--- src/rtl/ts_descriptor_fetch_if.sv ---
// Bus bundle for ts_descriptor_fetch: scheduler request, cache write, FLM hand-off and status.
// master = environment side (scheduler / buffer manager / FLM), slave = the fetch block.
interface ts_descriptor_fetch_if #(
   parameter int DESC_W = 45,
   parameter int ADDR_W = 5
) ();
   logic [ADDR_W-1:0]      iv_ts_injection_addr;
   logic                   i_ts_injection_addr_wr;
   logic                   o_ts_injection_addr_ack;
   logic [DESC_W-1:0]      iv_ts_desc_wdata;
   logic [ADDR_W-1:0]      iv_ts_desc_waddr;
   logic                   i_ts_desc_wr;
   logic [DESC_W-1:0]      ov_ts_descriptor;
   logic                   o_ts_descriptor_wr;
   logic                   i_ts_descriptor_ack;
   logic [(2**ADDR_W)-1:0] ov_ts_desc_valid_map;
   logic [15:0]            ov_ts_miss_cnt;
   logic [15:0]            ov_ts_overwrite_cnt;
   logic [1:0]             ov_fetch_state;

   modport master (
      output iv_ts_injection_addr, i_ts_injection_addr_wr,
      output iv_ts_desc_wdata, iv_ts_desc_waddr, i_ts_desc_wr,
      output i_ts_descriptor_ack,
      input  o_ts_injection_addr_ack, ov_ts_descriptor, o_ts_descriptor_wr,
      input  ov_ts_desc_valid_map, ov_ts_miss_cnt, ov_ts_overwrite_cnt, ov_fetch_state
   );

   modport slave (
      input  iv_ts_injection_addr, i_ts_injection_addr_wr,
      input  iv_ts_desc_wdata, iv_ts_desc_waddr, i_ts_desc_wr,
      input  i_ts_descriptor_ack,
      output o_ts_injection_addr_ack, ov_ts_descriptor, o_ts_descriptor_wr,
      output ov_ts_desc_valid_map, ov_ts_miss_cnt, ov_ts_overwrite_cnt, ov_fetch_state
   );
endinterface

--- src/rtl/ts_descriptor_fetch.sv ---
// TS descriptor cache between injection scheduler and FLM; a hit reads the cached entry and hands it off.
// Define TS_DESC_HOLD_EN to keep entries valid after a hit (periodic re-injection).
module ts_descriptor_fetch #(
   parameter int DESC_W = 45,
   parameter int ADDR_W = 5
) (
   input logic                  i_clk,
   input logic                  i_rst,
   ts_descriptor_fetch_if.slave bus
);
   localparam int DEPTH = 2**ADDR_W;

   typedef enum logic [1:0] {
      IDLE    = 2'd0,
      RD_WAIT = 2'd1,
      TX      = 2'd2
   } state_e;

   state_e            state_q;
   logic [DESC_W-1:0] mem [DEPTH];
   logic [DESC_W-1:0] rdata_q;
   logic [DESC_W-1:0] desc_q;
   logic              desc_wr_q;
   logic [DEPTH-1:0]  valid_q, valid_d;
   logic [15:0]       miss_q, miss_d;
   logic [15:0]       ovw_q, ovw_d;
`ifdef TS_DESC_HOLD_EN
   logic [DEPTH-1:0]  held_q, held_d;
`endif

   logic [ADDR_W-1:0] rd_addr_s;
   logic [ADDR_W-1:0] wr_addr_s;
   logic              conflict_s, req_s, hit_s, miss_s, overwrite_s;

   assign rd_addr_s = bus.iv_ts_injection_addr;
   assign wr_addr_s = bus.iv_ts_desc_waddr;

   // Request decode; a same-address cache write defers the request so the new data lands first.
   always_comb begin
      conflict_s = bus.i_ts_desc_wr && (wr_addr_s == rd_addr_s);
      req_s      = !i_rst && (state_q == IDLE) && bus.i_ts_injection_addr_wr && !conflict_s;
      hit_s      = req_s && valid_q[rd_addr_s];
      miss_s     = req_s && !valid_q[rd_addr_s];
`ifdef TS_DESC_HOLD_EN
      overwrite_s = valid_q[wr_addr_s] && !held_q[wr_addr_s];
`else
      overwrite_s = valid_q[wr_addr_s];
`endif
   end

   // Next-state for the validity map and the saturating statistics.
   always_comb begin
      valid_d = valid_q;
      miss_d  = miss_q;
      ovw_d   = ovw_q;
`ifdef TS_DESC_HOLD_EN
      held_d  = held_q;
      if (hit_s) begin
         held_d[rd_addr_s] = 1'b1;
      end else begin
         held_d[rd_addr_s] = held_q[rd_addr_s];
      end
`else
      if (hit_s) begin
         valid_d[rd_addr_s] = 1'b0;
      end else begin
         valid_d[rd_addr_s] = valid_q[rd_addr_s];
      end
`endif
      if (bus.i_ts_desc_wr) begin
         valid_d[wr_addr_s] = 1'b1;
`ifdef TS_DESC_HOLD_EN
         held_d[wr_addr_s] = 1'b0;
`endif
         if (overwrite_s && (ovw_q != 16'hFFFF)) begin
            ovw_d = ovw_q + 16'd1;
         end else begin
            ovw_d = ovw_q;
         end
      end else begin
         ovw_d = ovw_q;
      end
      if (miss_s && (miss_q != 16'hFFFF)) begin
         miss_d = miss_q + 16'd1;
      end else begin
         miss_d = miss_q;
      end
   end

   // Status registers.
   always_ff @(posedge i_clk) begin
      if (i_rst) begin
         valid_q <= {DEPTH{1'b0}};
         miss_q  <= 16'd0;
         ovw_q   <= 16'd0;
`ifdef TS_DESC_HOLD_EN
         held_q  <= {DEPTH{1'b0}};
`endif
      end else begin
         valid_q <= valid_d;
         miss_q  <= miss_d;
         ovw_q   <= ovw_d;
`ifdef TS_DESC_HOLD_EN
         held_q  <= held_d;
`endif
      end
   end

   // Descriptor storage array; contents survive reset.
   always_ff @(posedge i_clk) begin
      if (bus.i_ts_desc_wr) begin
         mem[wr_addr_s] <= bus.iv_ts_desc_wdata;
      end
   end

   // Registered read port, loaded only on an accepted hit.
   always_ff @(posedge i_clk) begin
      if (i_rst) begin
         rdata_q <= {DESC_W{1'b0}};
      end else if (hit_s) begin
         rdata_q <= mem[rd_addr_s];
      end else begin
         rdata_q <= rdata_q;
      end
   end

   // Fetch FSM with registered hand-off outputs; the descriptor holds after hand-off.
   always_ff @(posedge i_clk) begin
      if (i_rst) begin
         state_q   <= IDLE;
         desc_q    <= {DESC_W{1'b0}};
         desc_wr_q <= 1'b0;
      end else begin
         case (state_q)
            IDLE: begin
               if (hit_s) begin
                  state_q <= RD_WAIT;
               end else begin
                  state_q <= IDLE;
               end
            end
            RD_WAIT: begin
               desc_q    <= rdata_q;
               desc_wr_q <= 1'b1;
               state_q   <= TX;
            end
            TX: begin
               if (bus.i_ts_descriptor_ack) begin
                  desc_wr_q <= 1'b0;
                  state_q   <= IDLE;
               end else begin
                  state_q   <= TX;
               end
            end
            default: begin
               desc_wr_q <= 1'b0;
               state_q   <= IDLE;
            end
         endcase
      end
   end

   assign bus.o_ts_injection_addr_ack = req_s;
   assign bus.ov_ts_descriptor        = desc_q;
   assign bus.o_ts_descriptor_wr      = desc_wr_q;
   assign bus.ov_ts_desc_valid_map    = valid_q;
   assign bus.ov_ts_miss_cnt          = miss_q;
   assign bus.ov_ts_overwrite_cnt     = ovw_q;
   assign bus.ov_fetch_state          = state_q;
endmodule

--- src/flat_wrapper.sv ---
// flat-port wrapper written by rule: the top's interface ports become plain ports
module ts_descriptor_fetch_flat 
#(
   parameter int DESC_W = 45,
   parameter int ADDR_W = 5
)
  (i_clk, i_rst, bus_iv_ts_injection_addr, bus_i_ts_injection_addr_wr, bus_iv_ts_desc_wdata, bus_iv_ts_desc_waddr, bus_i_ts_desc_wr, bus_i_ts_descriptor_ack, bus_o_ts_injection_addr_ack, bus_ov_ts_descriptor, bus_o_ts_descriptor_wr, bus_ov_ts_desc_valid_map, bus_ov_ts_miss_cnt, bus_ov_ts_overwrite_cnt, bus_ov_fetch_state);
  ts_descriptor_fetch_if #(.DESC_W(DESC_W), .ADDR_W(ADDR_W)) bus_i ();
  input logic i_clk;
  input logic i_rst;
  input wire logic [$bits(bus_i.iv_ts_injection_addr)-1:0] bus_iv_ts_injection_addr;
  input wire logic [$bits(bus_i.i_ts_injection_addr_wr)-1:0] bus_i_ts_injection_addr_wr;
  input wire logic [$bits(bus_i.iv_ts_desc_wdata)-1:0] bus_iv_ts_desc_wdata;
  input wire logic [$bits(bus_i.iv_ts_desc_waddr)-1:0] bus_iv_ts_desc_waddr;
  input wire logic [$bits(bus_i.i_ts_desc_wr)-1:0] bus_i_ts_desc_wr;
  input wire logic [$bits(bus_i.i_ts_descriptor_ack)-1:0] bus_i_ts_descriptor_ack;
  output wire logic [$bits(bus_i.o_ts_injection_addr_ack)-1:0] bus_o_ts_injection_addr_ack;
  output wire logic [$bits(bus_i.ov_ts_descriptor)-1:0] bus_ov_ts_descriptor;
  output wire logic [$bits(bus_i.o_ts_descriptor_wr)-1:0] bus_o_ts_descriptor_wr;
  output wire logic [$bits(bus_i.ov_ts_desc_valid_map)-1:0] bus_ov_ts_desc_valid_map;
  output wire logic [$bits(bus_i.ov_ts_miss_cnt)-1:0] bus_ov_ts_miss_cnt;
  output wire logic [$bits(bus_i.ov_ts_overwrite_cnt)-1:0] bus_ov_ts_overwrite_cnt;
  output wire logic [$bits(bus_i.ov_fetch_state)-1:0] bus_ov_fetch_state;
  assign bus_i.iv_ts_injection_addr = bus_iv_ts_injection_addr;
  assign bus_i.i_ts_injection_addr_wr = bus_i_ts_injection_addr_wr;
  assign bus_i.iv_ts_desc_wdata = bus_iv_ts_desc_wdata;
  assign bus_i.iv_ts_desc_waddr = bus_iv_ts_desc_waddr;
  assign bus_i.i_ts_desc_wr = bus_i_ts_desc_wr;
  assign bus_i.i_ts_descriptor_ack = bus_i_ts_descriptor_ack;
  assign bus_o_ts_injection_addr_ack = bus_i.o_ts_injection_addr_ack;
  assign bus_ov_ts_descriptor = bus_i.ov_ts_descriptor;
  assign bus_o_ts_descriptor_wr = bus_i.o_ts_descriptor_wr;
  assign bus_ov_ts_desc_valid_map = bus_i.ov_ts_desc_valid_map;
  assign bus_ov_ts_miss_cnt = bus_i.ov_ts_miss_cnt;
  assign bus_ov_ts_overwrite_cnt = bus_i.ov_ts_overwrite_cnt;
  assign bus_ov_fetch_state = bus_i.ov_fetch_state;
  ts_descriptor_fetch #(.DESC_W(DESC_W), .ADDR_W(ADDR_W)) u_core (.i_clk(i_clk), .i_rst(i_rst), .bus(bus_i));
endmodule
--- config.mk ---
export PLATFORM = sky130hd
export DESIGN_NAME = ts_descriptor_fetch_flat
export DESIGN_NICKNAME = d
export VERILOG_FILES = /design/src/rtl/ts_descriptor_fetch_if.sv /design/src/rtl/ts_descriptor_fetch.sv /design/src/flat_wrapper.sv
export SDC_FILE = /design/constraint.sdc
export NUM_CORES = 2
export LEC_CHECK = 0
export ABC_CLOCK_PERIOD_IN_PS = 6300
export CORE_MARGIN = 2
export CORE_UTILIZATION = 55
export CTS_CLUSTER_DIAMETER = 150
export DETAILED_ROUTE_END_ITERATION = 6
export MAX_ROUTING_LAYER = met4
export PLACE_DENSITY = 0.72
export SYNTH_ARGS = -nofsm -noshare
export SYNTH_HDL_FRONTEND = slang
export SYNTH_SLANG_ARGS = --single-unit
--- constraint.sdc ---
create_clock -name i_clk -period 6.3 [get_ports i_clk]
set_input_delay 1.89 -clock i_clk [delete_from_list [all_inputs] [get_ports i_clk]]
set_output_delay 1.89 -clock i_clk [all_outputs]
set_load 0.02 [all_outputs]
**Yosys cells after proc, flatten, opt, wreduce, memory -nomap -nowiden**

Memories as Yosys holds them, arrays and structs flattened. A register that Yosys moved wholly into a read port is not among the register bits.
Index checks and enable logic that the tools add are counted.
Widths: inputs -> output; s select.

- Add/subtract/negate cells: 2
- Reduce and logical (&&, ||, !) cells: 16
- Eq/ne operators: 6
- Multiplexer cells: 18
- Bitwise operators: 4
- Magnitude comparators: 4

Operator list:

| operator | count |
|---|---|
| $mux 32 | 2 |
| $add 16x1->16 const B | 2 |
| $and 32x32->32 | 1 |
| $bwmux 32 | 1 |
| $ne 16x16->1 const B | 2 |
| $not 32->32 | 1 |
| $or 32x32->32 | 1 |
| $lt 5x6->1 const B | 2 |
| $bmux 1 s5 | 2 |
| $demux 1 s5 | 2 |
| $ge 5x1->1 const B | 2 |
| $logic_and 1x1->1 | 10 |
| $mux 1 | 8 |
| $pmux 2 s3 | 1 |
| $eq 5x5->1 | 1 |
| $reduce_and 2->1 | 2 |
| $logic_not 1->1 | 3 |
| $pmux 1 s3 | 1 |
| $eq 2x1->1 const B | 1 |
| $eq 2x2->1 const B | 1 |
| $logic_not 2->1 | 1 |
| $mux 2 | 1 |
| $ne 2x2->1 const B | 1 |
| $not 1->1 | 1 |

- Output and inout bits: 113
- Logic and storage cells: 57
- Flip-flop bits (word level): 112
- Bits in writable memories: 1440
- Input bits: 60
- Memories kept: 1

Memory list:

| name | depth | width | rd ports | clocked after memory_dff | wr ports | line | RTL |
|---|---|---|---|---|---|---|---|
| u_core.mem | 32 | 45 | 1 | 1 | 1 | ts_descriptor_fetch.sv:20 | `logic [DESC_W-1:0] mem [DEPTH];` |

**Longest topological paths before layout**

- Depth in word-level cells: 9
- Gate-level depth with buffers: 10
- Depth with buffers taken out: 7

**Least setup slack after synthesis**

No wires, ideal clock.

- Path kind: input to register
- From: in bus_iv_ts_desc_waddr[0]
- To: mem u_core.mem[28][0], enable pin
- Cell stages on the path: 5
- Buffers on the path: 3
- Library setup time: 0.448 ns
- Data arrival time: 4.877 ns
- Slack: 0.976 ns
- Data required time: 5.852 ns
- Cell sequence: clkbuf_1 > clkbuf_1 > or3b_2 > clkbuf_1 > nor2_1

RTL lines:

| what | line | RTL |
|---|---|---|
| start: declaration | flat_wrapper.sv:14 | `input wire logic [$bits(bus_i.iv_ts_desc_waddr)-1:0] bus_iv_ts_desc_waddr;` |
| end: declaration | ts_descriptor_fetch.sv:20 |  |

No word-level cell before the write port.

**Worst setup path in the final report**

- From: in bus_iv_ts_desc_waddr[0]
- To: out bus_o_ts_injection_addr_ack

- Word-level cells in the longest chain between the ends: 4

Ends and longest elaborated chain:

| what | line | RTL |
|---|---|---|
| $eq 5x5->1 | ts_descriptor_fetch.sv:40 | `conflict_s = bus.i_ts_desc_wr && (wr_addr_s == rd_addr_s);` |
| $logic_and 1x1->1 | ts_descriptor_fetch.sv:40 |  |
| $logic_not 1->1 | ts_descriptor_fetch.sv:41 | `req_s = !i_rst && (state_q == IDLE) && bus.i_ts_injection_addr_wr && !conflict_s;` |
| $logic_and 1x1->1 | ts_descriptor_fetch.sv:41 |  |
| end: declaration | flat_wrapper.sv:17 | `output wire logic [$bits(bus_i.o_ts_injection_addr_ack)-1:0] bus_o_ts_injection_addr_ack;` |

Every way passes these cells.

==> metrics.txt <==
status=finished with violations; failing checks=DRC; sw frac=21.0%; worst slew pin tran=1.19 ns; FP Rows=122; worst hold path type=reg2reg; Final Non-Filler Cells=4910; FF-to-FF Start=u_core.bus.ov_fetch_state[0]; post_cts resized=0; Internal=0.0173 W; core area=111000 µm²; Area Overhead vs Synth=14.9%; DR vias/cell=6.82; Clock transition at path regs=0.06 ns; hold_ws=0.454 ns; Fin. Hold Viols=0; #FFs+latches synth=1597; Wirelength per Cell=33.4 µm; minimum clock period=5.67 ns; cell count after placement=4614; max-cap viol count=0; Slew Limit Fails=0; hold path start=u_core.bus.ov_ts_descriptor[22]; Static Leak=21.7 nW; Worst Path Buf+Inv=3; Critical Path RT=4.41 ns; Syn Nets=3115; area share of the largest cell type after synthesis=70.6%; crit path launch=bus_iv_ts_desc_waddr[0]; global route overflow=0; Initial DRC Count=4904; Max Clock Freq=0.176 GHz; CP max FO=2; number of distinct library cells after synthesis=75; register area share after synthesis=75.7%; Tcrit/Tclk final=90.0%; Final nets=3344; CP most frequent cell=clkdlybuf4s50_1; global placer's final weighted congestion=0.884; fin util=63.7%; cells after synthesis=3053; CP Class=in2out; Pre-Repair DR Iteration Count=7; all-layer global routing usage=30.0%; ys flop type=edfxtp_1; CP delay by family, top=buffers and inverters; I/O Buffers=172; clk root buf=clkbuf_16; vias=33500; syn_area_per_cell=20.1 µm²; area leader, netlist=edfxtp_1; Final setup viols=0; crit start category=input pin; Clock Latency Late Sink=0.77 ns; CP Capture Type=primary output; I/O pin total=173; Post-synth EDFFs=1440; Cell Area, Synth=61300 µm²; Yosys warnings=0; Initial Util=55.4%; largest net degree at the start of global routing=110; layout cell share with drive strength beyond 1=22.8%; CP max stage delay=0.58 ns; initial antenna violation count=8; post-route cell area=70400 µm²; Reg power frac=53.5%; Num CTS Buffers=154; CTS tree=done; Critical Path AT=3.78 ns; placed inst area=65300 µm²; die area=114000 µm²; H-tree Lvls=4; Post-CTS Setup Bufs=0; PD cells=311 nW/µm²; TritonCTS Sinks=1597; Clock Power Share=42.0%; DP Wirelength=83.5 mm; Routed WL=164 mm; # hold bufs at CTS=0; Max-slew headroom=20.4%; Chip Height=338 µm; Slowest-stage cell, CP=clkdlybuf4s50_1; die width=338 µm; P_sw=0.00459 W; vias in the first global route=33200; TNS Setup=0 ns; DRC viols=1; unrepaired setup endpoints after global routing=false; first-pass GRT wire length=234 mm; clk_skew=0.0290 ns; Synth area leaders=edfxtp_1, mux4_2, dfxtp_1; ANT nets after route=0; CP cell instances=clkdlybuf4s50_1 -> xnor2_1 -> nand4_1 -> o21ai_1 -> inv_2 -> clkdlybuf4s50_1; FFs w/ async S/R, synth=0%; worst vdd ir=0.000217 V; CTS Buffer Depth=3; combinational power share=4.5%
## final timing paths
path                                              end  slack [ns]  cells after the start
setup / recovery          bus_o_ts_injection_addr_ack        0.63                      6
hold / removal        u_core.bus.ov_ts_descriptor[22]        0.45                      2
setup reg to reg  u_core.bus.ov_ts_desc_valid_map[15]        3.33                      9
hold reg to reg       u_core.bus.ov_ts_descriptor[22]        0.45                      2
## Yosys cell counts (14+ instances only)
| cell type | number |
|---|---|
| edfxtp_1 | 1440 |
| mux4_2 | 363 |
| dfxtp_1 | 157 |
| a21oi_1 | 138 |
| nand2_1 | 126 |
| clkbuf_1 | 106 |
| nor2_1 | 92 |
| a221oi_1 | 65 |
| a22o_1 | 65 |
| buf_2 | 45 |
| mux2i_1 | 41 |
| nand3_1 | 40 |
| o21ai_0 | 40 |
| a311oi_1 | 34 |
| a22oi_1 | 32 |
| buf_4 | 30 |
| a31oi_1 | 18 |
| or4_1 | 16 |
| o31ai_1 | 14 |
## power by group through the flow
stage	sequential, W	combinational (W)	clock (W)
2_1_floorplan	0.0119	0.000575	0
3_3_place_gp	0.0119	0.000946	0
3_5_place_dp	0.0119	0.000974	0
4_1_cts	0.0117	0.000979	0.00928
5_1_grt	0.0117	0.00104	0.00969
6_report	0.0117	0.000982	0.00920
## stage by stage
stage	power (W)	worst slack, ns
floorplan	0.0125	0.976
global placement	0.0129	0.606
detailed placement	0.0129	0.614
CTS	0.0220	0.620
global route	0.0224	0.516
finish	0.0219	0.629
## layout make-up
class | instances | area [µm²]
Tap cell | 1488 | 1860
Inverter | 8 | 30.0
Multi-Input combinational cell | 1245 | 14100
Sequential cell | 1597 | 46400
Clock buffer | 214 | 4320
Clock inverter | 75 | 766
Antenna cell | 7 | 17.5
Fill cell | 7261 | 40100
Timing Repair Buffer | 276 | 2880
## registers in the layout, summed over array words and instances, names as in the netlist
register                         flops
u_core.bus.ov_ts_desc_valid_map     32
u_core.bus.o_ts_descriptor_wr        1
u_core.bus.ov_ts_overwrite_cnt      16
u_core.mem                        1440
u_core.bus.ov_fetch_state            2
u_core.rdata_q                      45
u_core.bus.ov_ts_descriptor         45
u_core.bus.ov_ts_miss_cnt           16
## tightest hold or removal path, stage by stage, from the launching register on
cell,delay [ns]
dfxtp_1,0.31
nand2_1,0.05
a21oi_1,0.05
## cell families after synthesis
logic type | count (synthesis) | share of synthesized area (%)
buffers and inverters | 211 | 1.72
AO/OA/AOI/OAI | 445 | 5.03
multiplexers | 417 | 14.3
XOR/XNOR | 5 | 0.0715
AND/OR/NAND/NOR | 376 | 3.16
flip-flops | 1597 | 75.7
adder cells (fa/ha/maj) | 2 | 0.0408
## layout by cell type, fill, tap and decap left out, types with 9 or more instances in the layout
| cell | n |
|---|---|
| a22oi_1 | 32 |
| o31ai_1 | 14 |
| a311oi_1 | 34 |
| nand3_1 | 40 |
| buf_4 | 74 |
| nor2_1 | 56 |
| a221oi_1 | 65 |
| clkbuf_16 | 156 |
| dfxtp_1 | 157 |
| edfxtp_1 | 1440 |
| a21oi_1 | 138 |
| clkinv_2 | 25 |
| clkinv_1 | 15 |
| nor2_4 | 37 |
| a31oi_1 | 18 |
| clkbuf_8 | 19 |
| nand4_1 | 11 |
| nor3_1 | 11 |
| o21ai_0 | 40 |
| clkbuf_1 | 38 |
| or4_1 | 16 |
| a211oi_1 | 9 |
| nand2_1 | 126 |
| buf_12 | 30 |
| a22o_1 | 65 |
| clkdlybuf4s50_1 | 168 |
| mux4_2 | 363 |
| bufinv_16 | 10 |
| mux2i_1 | 41 |
## per-layer routing
layer / vias to the layer above / global-route usage, % / wire length, µm
li1: 13200 / - / -
met1: 17500 / 40.8 / 61200
met2: 2369 / 45.8 / 78400
met3: 354 / 6.65 / 19100
met4: 0 / 9.68 / 5400
met5: - / - / 0
No activity file was read; power rests on OpenSTA's default activity.
